`src/rtl/pipe_ctrl_pkg.sv`:
```
// Shared types and constants for the pipeline hazard controller.
//   hctrl_state_e : sequencer FSM states
//   fwd_sel_e     : EX operand forwarding select encoding
//   REG_X0        : hard-wired zero register address (never forwarded)
package pipe_ctrl_pkg;

    typedef enum logic [1:0] {
        ST_RUN      = 2'd0,
        ST_MEM_WAIT = 2'd1,
        ST_DRAIN    = 2'd2,
        ST_HALTED   = 2'd3
    } hctrl_state_e;

    typedef enum logic [1:0] {
        FWD_RF  = 2'b00,
        FWD_MEM = 2'b01,
        FWD_WB  = 2'b10
    } fwd_sel_e;

    localparam logic [4:0] REG_X0 = 5'd0;

endpackage

```
`src/rtl/fwd_unit.sv`:
```
// EX-stage operand forwarding selects (pure combinational).
// Ports:
//   ex_rs1 / ex_rs2          : source registers of the EX instruction
//   mem_rd / mem_rd_wren     : MEM-stage destination and write enable
//   wb_rd / wb_rd_wren       : WB-stage destination and write enable
//   fwd_a_sel / fwd_b_sel    : select for operand A / B
// MEM is younger than WB, so it wins when both match.
module fwd_unit
    import pipe_ctrl_pkg::*;
(
    input  logic [4:0] ex_rs1,
    input  logic [4:0] ex_rs2,
    input  logic [4:0] mem_rd,
    input  logic       mem_rd_wren,
    input  logic [4:0] wb_rd,
    input  logic       wb_rd_wren,
    output fwd_sel_e   fwd_a_sel,
    output fwd_sel_e   fwd_b_sel
);

    function automatic fwd_sel_e pick(input logic [4:0] rs);
        if (rs == REG_X0)                      return FWD_RF;
        else if (mem_rd_wren && mem_rd == rs)  return FWD_MEM;
        else if (wb_rd_wren && wb_rd == rs)    return FWD_WB;
        else                                   return FWD_RF;
    endfunction

    always_comb begin
        fwd_a_sel = pick(ex_rs1);
        fwd_b_sel = pick(ex_rs2);
    end

endmodule

```
`src/rtl/hazard_ctrl.sv`:
```
// Central pipeline sequencer for the 5-stage RV32 core.
// Ports:
//   clk_i, rst_i                 : clock, async active-high reset
//   id_* / ex_* / mem_* / wb_*   : decoded register addresses and control bits
//   mem_req_i / mem_ack_i        : data-memory handshake
//   pipe_valid_i                 : {WB, MEM, EX} valid bits
//   halt_req_i / resume_i        : debug halt (level) and resume (pulse)
//   stall_*_o / flush_*_o        : per-register hold / bubble enables
//   fwd_a_sel_o / fwd_b_sel_o    : EX operand forwarding selects
//   halted_o                     : core halted (registered)
//   stall_cnt_o / flush_cnt_o    : saturating performance counters
// Stall/flush outputs are combinational so a zero-wait ack costs no cycle.
module hazard_ctrl
    import pipe_ctrl_pkg::*;
#(
    parameter int CNT_W = 32
) (
    input  logic             clk_i,
    input  logic             rst_i,
    input  logic [4:0]       id_rs1_i,
    input  logic [4:0]       id_rs2_i,
    input  logic             id_rs1_used_i,
    input  logic             id_rs2_used_i,
    input  logic [4:0]       ex_rs1_i,
    input  logic [4:0]       ex_rs2_i,
    input  logic [4:0]       ex_rd_i,
    input  logic             ex_rd_wren_i,
    input  logic             ex_is_load_i,
    input  logic             ex_branch_taken_i,
    input  logic [4:0]       mem_rd_i,
    input  logic             mem_rd_wren_i,
    input  logic             mem_req_i,
    input  logic             mem_ack_i,
    input  logic [4:0]       wb_rd_i,
    input  logic             wb_rd_wren_i,
    input  logic [2:0]       pipe_valid_i,
    input  logic             halt_req_i,
    input  logic             resume_i,
    output logic             stall_pc_o,
    output logic             stall_if_id_o,
    output logic             stall_id_ex_o,
    output logic             stall_ex_mem_o,
    output logic             flush_if_id_o,
    output logic             flush_id_ex_o,
    output logic             flush_mem_wb_o,
    output logic [1:0]       fwd_a_sel_o,
    output logic [1:0]       fwd_b_sel_o,
    output logic             halted_o,
    output logic [CNT_W-1:0] stall_cnt_o,
    output logic [CNT_W-1:0] flush_cnt_o
);

    hctrl_state_e state, state_nxt;
    fwd_sel_e     fwd_a, fwd_b;
    logic         mem_stall, load_use, br_flush;
    logic         st_pc, st_if_id, st_id_ex, st_ex_mem;
    logic         fl_if_id, fl_id_ex, fl_mem_wb;

    fwd_unit u_fwd (
        .ex_rs1      (ex_rs1_i),
        .ex_rs2      (ex_rs2_i),
        .mem_rd      (mem_rd_i),
        .mem_rd_wren (mem_rd_wren_i),
        .wb_rd       (wb_rd_i),
        .wb_rd_wren  (wb_rd_wren_i),
        .fwd_a_sel   (fwd_a),
        .fwd_b_sel   (fwd_b)
    );

    assign mem_stall = mem_req_i && !mem_ack_i;
    assign load_use  = ex_is_load_i && ex_rd_wren_i && (ex_rd_i != REG_X0) &&
                       ((id_rs1_used_i && id_rs1_i == ex_rd_i) ||
                        (id_rs2_used_i && id_rs2_i == ex_rd_i));

    always_comb begin
        state_nxt = state;
        st_pc     = 1'b0;
        st_if_id  = 1'b0;
        st_id_ex  = 1'b0;
        st_ex_mem = 1'b0;
        fl_if_id  = 1'b0;
        fl_id_ex  = 1'b0;
        fl_mem_wb = 1'b0;
        br_flush  = 1'b0;
        case (state)
            ST_RUN, ST_MEM_WAIT: begin
                if (mem_stall) begin
                    // Freeze IF..MEM and bubble WB; EX is frozen so branch
                    // and load-use are re-evaluated after the release.
                    {st_pc, st_if_id, st_id_ex, st_ex_mem} = 4'b1111;
                    fl_mem_wb = 1'b1;
                    state_nxt = ST_MEM_WAIT;
                end else begin
                    state_nxt = ST_RUN;
                    if (ex_branch_taken_i) begin
                        fl_if_id = 1'b1;
                        fl_id_ex = 1'b1;
                        br_flush = 1'b1;
                    end else if (load_use) begin
                        st_pc    = 1'b1;
                        st_if_id = 1'b1;
                        fl_id_ex = 1'b1;
                    end else if (state == ST_RUN && halt_req_i) begin
                        state_nxt = ST_DRAIN;
                    end
                end
            end
            default: begin // ST_DRAIN, ST_HALTED
                if (mem_stall) begin
                    {st_pc, st_if_id, st_id_ex, st_ex_mem} = 4'b1111;
                    fl_mem_wb = 1'b1;
                end else begin
                    // Hold the ID instruction, let EX/MEM/WB empty out.
                    st_if_id = 1'b1;
                    fl_id_ex = 1'b1;
                    if (ex_branch_taken_i) begin
                        // Let the redirect land in PC; the fetched slot is dropped.
                        fl_if_id = 1'b1;
                        br_flush = 1'b1;
                    end else begin
                        st_pc = 1'b1;
                    end
                end
                if (state == ST_DRAIN) begin
                    if (pipe_valid_i == 3'b000 && !mem_stall) state_nxt = ST_HALTED;
                    else if (!halt_req_i)                    state_nxt = ST_RUN;
                end else if (resume_i) begin
                    state_nxt = ST_RUN;
                end
            end
        endcase
    end

    always_ff @(posedge clk_i or posedge rst_i) begin
        if (rst_i) begin
            state       <= ST_RUN;
            halted_o    <= 1'b0;
            stall_cnt_o <= '0;
            flush_cnt_o <= '0;
        end else begin
            state    <= state_nxt;
            halted_o <= (state_nxt == ST_HALTED);
            if (st_pc && state != ST_HALTED && stall_cnt_o != {CNT_W{1'b1}})
                stall_cnt_o <= stall_cnt_o + CNT_W'(1);
            if (br_flush && flush_cnt_o != {CNT_W{1'b1}})
                flush_cnt_o <= flush_cnt_o + CNT_W'(1);
        end
    end

    // Reset forces every control output quiet, independent of the inputs.
    assign stall_pc_o     = !rst_i && st_pc;
    assign stall_if_id_o  = !rst_i && st_if_id;
    assign stall_id_ex_o  = !rst_i && st_id_ex;
    assign stall_ex_mem_o = !rst_i && st_ex_mem;
    assign flush_if_id_o  = !rst_i && fl_if_id;
    assign flush_id_ex_o  = !rst_i && fl_id_ex;
    assign flush_mem_wb_o = !rst_i && fl_mem_wb;
    assign fwd_a_sel_o    = rst_i ? FWD_RF : fwd_a;
    assign fwd_b_sel_o    = rst_i ? FWD_RF : fwd_b;

endmodule

```
`config.mk`:
```
export PLATFORM = sky130hd
export DESIGN_NAME = hazard_ctrl
export DESIGN_NICKNAME = d
export VERILOG_FILES = /design/src/rtl/pipe_ctrl_pkg.sv /design/src/rtl/fwd_unit.sv /design/src/rtl/hazard_ctrl.sv
export SDC_FILE = /design/constraint.sdc
export NUM_CORES = 1
export LEC_CHECK = 0
export CORE_MARGIN = 4
export CORE_UTILIZATION = 40
export DETAILED_ROUTE_END_ITERATION = 12
export PLACE_DENSITY = 0.71
export SETUP_SLACK_MARGIN = 0.15
export SYNTH_ARGS = -nofsm -noshare
export SYNTH_HDL_FRONTEND = slang
export SYNTH_SLANG_ARGS = --single-unit
```
`constraint.sdc`:
```
create_clock -name clk_i -period 4.1 [get_ports clk_i]
set_clock_uncertainty 0.05 [all_clocks]
set_input_delay 0.615 -clock clk_i [delete_from_list [all_inputs] [get_ports clk_i]]
set_output_delay 0.615 -clock clk_i [all_outputs]
set_load 0.01 [all_outputs]
```
==> flow_metrics.env, run 1 <==
export IMPL_status="completed"
export IMPL_synth_nets=445
export IMPL_synth_common_cells="dfrtp_1 (67), xor2_1 (47), xnor2_1 (42)"
export IMPL_finalSetupViolCount=0
export IMPL_num_antenna_cells=0
export IMPL_io_buffers=126
export IMPL_synth_most_common_cell="dfrtp_1"
export IMPL_drt_iter0_drc=101
export IMPL_ant_nets=0
export IMPL_clock_sinks=67
export IMPL_final_period_utilization_pct=80.2
export IMPL_grt_use_total_pct=18.2
export IMPL_viasPerCell=5.18
export IMPL_cap_violations=0
export IMPL_path_buf_inv=2
export IMPL_cts_setup_buffers=0
export IMPL_h_tree_depth=3
export IMPL_ir_drop_v=0.000237
export IMPL_period_minus_slack_ns=3.29
export IMPL_row_count=35
export IMPL_grt_pass1_wl_mm=16.7
export IMPL_slowest_delay_ns=0.59
export IMPL_crit_path_end_kind="primary output"
export IMPL_worstMarginPinSlew_ns=0.990
export IMPL_worst_path_most_repeated_cell="clkdlybuf4s50_1"
export IMPL_yosys_warnings=0
export IMPL_cts_hold_buffers=0
export IMPL_cp_max_fo=3
export IMPL_netlist_instances=392
export IMPL_tns_ns=0
export IMPL_power_density_mw_per_mm2=372
export IMPL_drc=0
export IMPL_syn_area_per_cell_um2=9.90
export IMPL_fmax_mhz=304
export IMPL_required_ns=3.43
export IMPL_grtUsageMet1_pct=21.4
export IMPL_grtUsageMet2_pct=32.6
export IMPL_synth_edf_count=0
export IMPL_critPathTopFamily="buffers and inverters"
export IMPL_num_nets_final=576
export IMPL_maxSlewViolCount=0
export IMPL_cts_buffers=9
export IMPL_synth_top_cell_area_share_pct=43.2
export IMPL_switching_share_pct=31.5
export IMPL_vias=3399
export IMPL_clock_latency_ns=0.33
export IMPL_drive_gt1_share_pct=7.21
export IMPL_clkPwrFrac_pct=26.9
export IMPL_cts_resized=0
export IMPL_seq_area_frac_synth_pct=43.2
export IMPL_rsz0062_at_grt="false"
export IMPL_fillCellCount=829
export IMPL_comb_power_share_pct=28.9
export IMPL_slew_limit_headroom_pct=33.9
export IMPL_grt_max_degree=48
export IMPL_crit_chain="clkdlybuf4s50_1 -> xnor2_1 -> nand4_1 -> o22ai_2 -> nand2_1 -> a311oi_1 -> clkdlybuf4s50_1"
export IMPL_ios=127
export IMPL_clkTransAtPathRegs_ns=0.07
export IMPL_async_flop_share_pct=100
export IMPL_dieWidth_um=107
export IMPL_clockBufferDepth=2
export IMPL_antenna_found_initial=0
export IMPL_placed_cells=641
export IMPL_cts_tree="built"
export IMPL_area_delta_synth_final_pct=40.6
export IMPL_routabilityCongestion=0.806
export IMPL_root_buffer="clkbuf_8"
export IMPL_worstHoldPathType="register to register"
export IMPL_startpoint_type="input port"
export IMPL_start_util_pct=41.6
export IMPL_power_leakage_nw=2.20
export IMPL_seq_power_share_pct=44.2
export IMPL_grt_busiest_layer="met2"
export IMPL_drt_pass1_iter_count=4
export IMPL_core_mm2=0.00933
export IMPL_design_die_area_mm2=0.0113
export IMPL_grt_use_met3_pct=4.31
export IMPL_criticalPathCategory="input port to primary output"
export IMPL_hold_viol=0
export IMPL_synthFlopType="dfrtp_1"
export IMPL_worstPathArrival_ns=2.62
export IMPL_grt_pass1_vias=3507
export IMPL_synth_cell_types=49
export IMPL_ys_ff_latch=67
export IMPL_cellInternalPower_mw=1.39
export IMPL_post_synth_top_area_cell="dfrtp_1"
export IMPL_wl_per_cell_um=15.3
export IMPL_layout_cells_non_filler=656
export IMPL_slowest_stage="clkdlybuf4s50_1"
export IMPL_drt_total_wl_mm=10.1
export IMPL_die_h_um=107
export IMPL_grt_ovfl_total=0
export IMPL_dp_hpwl_mm=7.92
export IMPL_syn_cell_area_mm2=0.00388
export IMPL_p_switching_mw=0.639
export IMPL_ys_top_cells_by_area="dfrtp_1 (43%), xor2_1 (11%), xnor2_1 (9.5%)"
## per-stage QoR
step                cell area (um^2)  hold WS (ns)  setup slack [ns]  total power [mW]  utilization [%]
floorplan                       3880         0.469              1.54              1.17                -
global placement                5260         0.432             0.852              1.49             56.4
detailed placement              5260         0.434             0.816              1.50             56.4
CTS                             5460         0.447             0.815              2.05             58.5
global route                    5460         0.465             0.724              2.15             58.5
finish                          5460         0.439             0.813              2.03             58.5
## worst paths after layout
check	startpoint	endpoint	slack (ns)	depth (start not counted)
worst max-delay path	ex_rd_i[4]	flush_id_ex_o	0.81	7
worst min-delay path	stall_cnt_o[31]	stall_cnt_o[31]	0.44	1
worst max register to register	stall_cnt_o[8]	stall_cnt_o[1]	1.69	6
worst min register to register	stall_cnt_o[31]	stall_cnt_o[31]	0.44	1
max in group asynchronous	rst_i	flush_cnt_o[12]	2.16	3
min in group asynchronous	rst_i	state[1]	1.07	2
## area by class of cell
class,instances,area [um^2],share of cell area (%)
tap,129,161,2.96
sequential,67,1680,30.7
clock inverter,2,35.0,0.642
inverter,8,30.0,0.550
multi-input combinational,308,2110,38.7
timing repair buffer,129,1280,23.5
clock buffer,13,159,2.91
## logic make-up after synthesis
kind of cell,after synthesis,synth area share [%]
AOI/OAI and AO/OA,20,4.32
buffers and inverters,17,2.39
DFF,67,43.2
muxes,2,0.580
xor gates and xnor gates,89,20.1
and+or+nand+nor,195,28.8
adders and majority gates,2,0.645
## placed cells by master (no fill, tap or decap), drive strengths merged, types with 11 or more instances in the layout
cell type      Yosys  layout
and3              16      16
clkbuf             2      13
clkdlybuf4s50      0     126
dfrtp             67      67
nand2             33      33
nand3             35      35
nand4             20      20
nor2              28      28
nor3              25      25
nor4              11      11
xnor2             42      42
xor2              47      47
## state kept, by name (all words and copies together) (netlist names)
name         cells
flush_cnt_o     32
halted_o         1
stall_cnt_o     32
state            2
## worst register-to-register path, stage by stage (launching register included)
cell and delay [ns]:
dfrtp_1 0.41, nand4_1 0.23, nor3_1 0.46, nand3_1 0.20, nor2_2 0.41, or3_1 0.21
mux2_1 0.33
## metal layers
layer  routed length (um)  part of all wire [%]  vias to the layer above
li1                     -                     -                     1644
met3                  523                   5.2                       19
met1                 4240                    42                     1626
met4                  165                   1.6                        0
met2                 5130                    51                      110
met5                    0                     0                        -
## power by group through the flow
stage / Clock, mW / Sequential [mW] / Combinational [mW]
after CTS: 0.562 / 0.897 / 0.593
after detailed placement: 0 / 0.909 / 0.591
after global placement: 0 / 0.905 / 0.583
after global routing: 0.595 / 0.918 / 0.639
final: 0.545 / 0.897 / 0.586
after floorplan: 0 / 0.928 / 0.241
Power figures use the tool's default switching activity.
==> inputs of run 2 (changes only) <==
- PLACE_DENSITY: 0.71 -> 0.74
- clock period: 4.1 -> 2.8 ns (I/O delays scaled with it)
==> run 2 against run 1 <==
Register-to-register slack got worse by 1.1 ns. Combinational power grew 50%. Flip-flop and latch count did not move. Count of clock-buffer cells in the layout fell by 3. Via count up 2.6%. Sequential share of layout area decreased by 0.44 points. Final area grew 1.4%. Critical path depth down 1. Core utilization is 0.84 points higher. Worst hold slack improved by 0.0044 ns. Final cell count is 1.7% higher. Largest power group unchanged. Highest routed layer unchanged.
==> flow_metrics.env, run 2 (synthesized netlist as in run 1, its figures left out) <==
export IMPL_status="completed"
export IMPL_whs_ns=0.444
export IMPL_maxSlewViolCount=0
export IMPL_post_route_util_pct=59.4
export IMPL_place_ws_ns=-0.123
export IMPL_routabilityCongestion=0.901
export IMPL_cp_max_fo=3
export IMPL_wl_per_cell_um=15.6
export IMPL_slew_limit_headroom_pct=60.2
export IMPL_fillCellCount=817
export IMPL_layout_cells_most_common="clkdlybuf4s50_1"
export IMPL_period_minus_slack_ns=2.67
export IMPL_start_util_pct=41.6
export IMPL_drt_iter0_drc=66
export IMPL_power_leakage_nw=2.28
export IMPL_crit_path_end_kind="primary output"
export IMPL_wl_met3_um=475
export IMPL_design_die_area_mm2=0.0113
export IMPL_grt_max_degree=68
export IMPL_startpoint_type="input port"
export IMPL_ir_drop_v=0.000279
export IMPL_power_density_mw_per_mm2=521
export IMPL_path_buf_inv=2
export IMPL_ios=127
export IMPL_clock_latency_ns=0.33
export IMPL_clkTransAtPathRegs_ns=0.07
export IMPL_slowest_delay_ns=0.47
export IMPL_worstPathArrival_ns=2.20
export IMPL_layout_common_cells="clkdlybuf4s50_1 (117), dfrtp_1 (67), xor2_1 (47)"
export IMPL_final_setup_worst_slack_ns=0.135
export IMPL_die_h_um=107
export IMPL_fmax_mhz=375
export IMPL_rsz0062_at_grt="true"
export IMPL_viasPerCell=5.23
export IMPL_drc=0
export IMPL_row_count=35
export IMPL_core_mm2=0.00933
export IMPL_dp_hpwl_mm=8.09
export IMPL_slowest_stage="clkdlybuf4s50_1"
export IMPL_vias=3489
export IMPL_cts_buffers=9
export IMPL_required_ns=2.33
export IMPL_clockBufferDepth=2
export IMPL_rrSetupSlack_ns=0.63
export IMPL_finalSetupViolCount=0
export IMPL_clock_sinks=67
export IMPL_num_antenna_cells=0
export IMPL_worstMarginPinSlew_ns=0.595
export IMPL_critPathTopFamily="buffers and inverters"
export IMPL_criticalPathCategory="input port to primary output"
export IMPL_topRoutingLayerUsed="met4"
export IMPL_crit_chain="clkdlybuf4s50_1 -> or3_4 -> o311a_4 -> a31oi_4 -> nor2_1 -> dlygate4sd2_1"
export IMPL_wl_met1_mm=4.36
export IMPL_crit_start="ex_rd_i[0]"
export IMPL_ant_nets=0
export IMPL_grt_pass1_wl_mm=17.7
export IMPL_drt_total_wl_mm=10.4
export IMPL_cts_hold_buffers=0
export IMPL_worstHoldStart="stall_cnt_o[21]"
export IMPL_drt_pass1_iter_count=4
export IMPL_root_buffer="clkbuf_8"
export IMPL_num_nets_final=587
export IMPL_h_tree_depth=3
export IMPL_post_dp_cell_area_mm2=0.00536
export IMPL_biggestRegsByFlops="flush_cnt_o x32, stall_cnt_o x32, state x2"
export IMPL_io_buffers=126
export IMPL_antenna_found_initial=0
export IMPL_hold_viol=0
export IMPL_final_period_utilization_pct=95.2
export IMPL_reg2reg_from="flush_cnt_o[2]"
export IMPL_dieWidth_um=107
export IMPL_drive_gt1_share_pct=10.0
export IMPL_grt_ovfl_total=0
export IMPL_grt_use_total_pct=19.2
export IMPL_cts_tree="built"
export IMPL_grt_pass1_vias=3632
export IMPL_wl_met2_mm=5.34
export IMPL_area_delta_synth_final_pct=42.6
export IMPL_worstHoldPathType="register to register"
export IMPL_cap_violations=0
export IMPL_final_cell_area_mm2=0.00554
run 2: cell type report:
type,count,area (um^2),area share [%]
multi-input combinational,308,2140,38.6
sequential,67,1680,30.3
timing repair buffer,140,1360,24.6
tap,129,161,2.92
clock buffer,10,138,2.49
clock inverter,5,30.0,0.542
inverter,8,30.0,0.542
run 2: where the power goes:
part / total, mW / leakage [nW] / switching [mW] / internal [mW]
clock network: 0.691 / 0.0839 / 0.356 / 0.335
registers: 1.31 / 0.840 / 0.207 / 1.11
logic: 0.878 / 1.36 / 0.394 / 0.484
total: 2.88 / 2.28 / 0.957 / 1.93
run 2: path summary, 6_finish.rpt:
check	to	cells after the start
worst max-delay path	stall_pc_o	6
worst min-delay path	stall_cnt_o[21]	1
worst max register to register	flush_cnt_o[1]	6
worst min register to register	stall_cnt_o[21]	1
max in group asynchronous	flush_cnt_o[25]	3
min in group asynchronous	stall_cnt_o[22]	3
run 2: routing by layer:
metal	vias up	GRT usage [%]
li1	1670	-
met1	1707	23.9
met2	91	33.2
met3	21	4.31
met4	0	6.21
met5	-	0
run 2: what timing repair did:
item	4_1_cts	5_1_grt
pin swaps	0	0
buffers inserted	0	0
gates resized for setup	9	6
endpoints found under the setup margin	7	4
run 2: metrics by stage:
stage,power [mW],TNS [ns],std cells
2_1_floorplan,1.71,0,392
3_3_place_gp,2.19,-0.133,652
3_5_place_dp,2.22,-0.344,652
4_1_cts,2.92,0,667
5_1_grt,3.07,0,667
6_report,2.88,0,667
run 2: worst register-to-register path, stage by stage (launching register included):
cell and delay, ns:
dfrtp_1 0.50, nand4_4 0.17, nor4_4 0.41, nand2_1 0.18, nor3_2 0.35, nor2_1 0.12
mux2_2 0.28
==> inputs of run 3 (changes only) <==
- CORE_UTILIZATION: 40 -> 42
- PLACE_DENSITY: 0.74 -> 0.77
==> run 3 against run 2 <==
Worst setup slack gained 0.059 ns. Count of clock-buffer cells in the layout up 3. Global-route usage fell by 0.099 points. Wire length down 0.34%. Register-to-register slack got worse by 0.07 ns. Final area is 0.29% higher. Critical path type is now input port to register. Largest cell class unchanged.
==> flow_metrics.env, run 3 (synthesized netlist as in run 1, its figures left out) <==
export IMPL_power_leakage_nw=2.30
export IMPL_grt_use_total_pct=19.1
export IMPL_design_die_area_mm2=0.0108
export IMPL_rsz0062_at_grt="true"
export IMPL_drt_pass1_iter_count=4
export IMPL_row_count=34
export IMPL_hold_viol=0
export IMPL_place_ws_ns=-0.125
export IMPL_clock_sinks=67
export IMPL_slowest_delay_ns=0.49
export IMPL_cts_tree="built"
export IMPL_vias=3423
export IMPL_clkTransAtPathRegs_ns=0.07
export IMPL_power_density_mw_per_mm2=540
export IMPL_drt_iter0_drc=152
export IMPL_cts_buffers=9
export IMPL_final_setup_worst_slack_ns=0.194
export IMPL_post_dp_cell_area_mm2=0.00532
export IMPL_area_delta_synth_final_pct=43.1
export IMPL_num_nets_final=586
export IMPL_die_h_um=104
export IMPL_crit_path_end_kind="register"
export IMPL_worstMarginPinSlew_ns=0.610
export IMPL_h_tree_depth=3
export IMPL_period_minus_slack_ns=2.61
export IMPL_final_cell_area_mm2=0.00555
export IMPL_clock_latency_ns=0.33
export IMPL_ios=127
export IMPL_dieWidth_um=104
export IMPL_dp_hpwl_mm=8.00
export IMPL_drc=0
export IMPL_drive_gt1_share_pct=10.2
export IMPL_layout_common_cells="clkdlybuf4s50_1 (117), dfrtp_1 (67), xor2_1 (47)"
export IMPL_num_antenna_cells=0
export IMPL_routabilityCongestion=0.845
export IMPL_slowest_stage="clkdlybuf4s50_1"
export IMPL_required_ns=2.96
export IMPL_startpoint_type="input port"
export IMPL_core_mm2=0.00885
export IMPL_worst_path_most_repeated_cell="buf_4"
export IMPL_cp_max_fo=32
export IMPL_final_period_utilization_pct=93.1
export IMPL_finalSetupViolCount=0
export IMPL_root_buffer="clkbuf_8"
export IMPL_cts_hold_buffers=0
export IMPL_clockBufferDepth=2
export IMPL_start_util_pct=43.9
export IMPL_worstHoldPathType="register to register"
export IMPL_ant_nets=0
export IMPL_ir_drop_v=0.000278
export IMPL_cap_violations=0
export IMPL_grt_max_degree=68
export IMPL_slew_limit_headroom_pct=59.2
export IMPL_viasPerCell=5.31
export IMPL_wl_per_cell_um=16.1
export IMPL_drt_total_wl_mm=10.4
export IMPL_fillCellCount=744
export IMPL_status="completed"
export IMPL_grt_ovfl_total=0
export IMPL_criticalPathCategory="input port to register"
export IMPL_io_buffers=126
export IMPL_path_buf_inv=4
export IMPL_grt_pass1_vias=3598
export IMPL_grt_pass1_wl_mm=17.3
export IMPL_critPathTopFamily="buffers and inverters"
export IMPL_fmax_mhz=384
export IMPL_antenna_found_initial=0
export IMPL_layout_cells_most_common="clkdlybuf4s50_1"
export IMPL_maxSlewViolCount=0
export IMPL_worstPathArrival_ns=2.76
export IMPL_crit_chain="clkdlybuf4s50_1 -> xnor2_1 -> nand4_1 -> o22ai_2 -> buf_4 -> a31oi_4 -> buf_4 -> buf_6 -> or3_4 -> mux2_1"
export IMPL_biggestRegsByFlops="flush_cnt_o x32, stall_cnt_o x32, state x2"
[run 3: through the flow]
step | utilization (%) | instances | hold slack (ns) | setup TNS (ns) | power, mW
after floorplan | - | 392 | 0.469 | 0 | 1.71
after global placement | 60.1 | 629 | 0.431 | -0.175 | 2.19
after detailed placement | 60.1 | 629 | 0.437 | -0.295 | 2.22
after CTS | 62.4 | 645 | 0.446 | 0 | 3.03
after global routing | 62.8 | 645 | 0.465 | 0 | 3.17
final | 62.8 | 645 | 0.443 | 0 | 3.00
[run 3: routing by layer]
| metal | vias up | track usage [%] | part of all wire [%] |
|---|---|---|---|
| met5 | - | 0 | 0 |
| met4 | 0 | 6.74 | 1.9 |
| met3 | 23 | 4.59 | 4.6 |
| met2 | 107 | 32.3 | 50 |
| met1 | 1627 | 23.9 | 44 |
| li1 | 1666 | - | - |
[run 3: where the power goes]
part	switching (mW)	internal [mW]
Sequential	0.212	1.11
Combinational	0.397	0.487
Clock	0.342	0.455
Total	0.950	2.05
[run 3: timing repair]
item                                    4_1_cts  5_1_grt
endpoints found under the hold margin         0        0
pin swaps                                     2        2
setup buffers                                 1        0
endpoints found under the setup margin        7        5
resized for setup                            11       10
[run 3: worst paths after layout]
kind,cells past startpoint,from,slack (ns),to
setup / recovery,10,ex_rd_i[3],0.19,stall_cnt_o[1]
hold / removal,1,flush_cnt_o[17],0.44,flush_cnt_o[17]
setup reg to reg,6,stall_cnt_o[3],0.56,stall_cnt_o[7]
hold reg to reg,1,flush_cnt_o[17],0.44,flush_cnt_o[17]
max in group asynchronous,3,rst_i,1.69,stall_cnt_o[1]
min in group asynchronous,3,rst_i,0.69,flush_cnt_o[19]
[run 3: cell type report]
class | count | area, um^2 | area share (%)
clock buffers | 13 | 159 | 2.86
multi-input cells | 308 | 2150 | 38.7
inverters | 8 | 30.0 | 0.541
flip-flops and latches | 67 | 1680 | 30.2
repair buffers | 139 | 1370 | 24.6
well taps | 108 | 135 | 2.43
clock inverters | 2 | 35.0 | 0.631
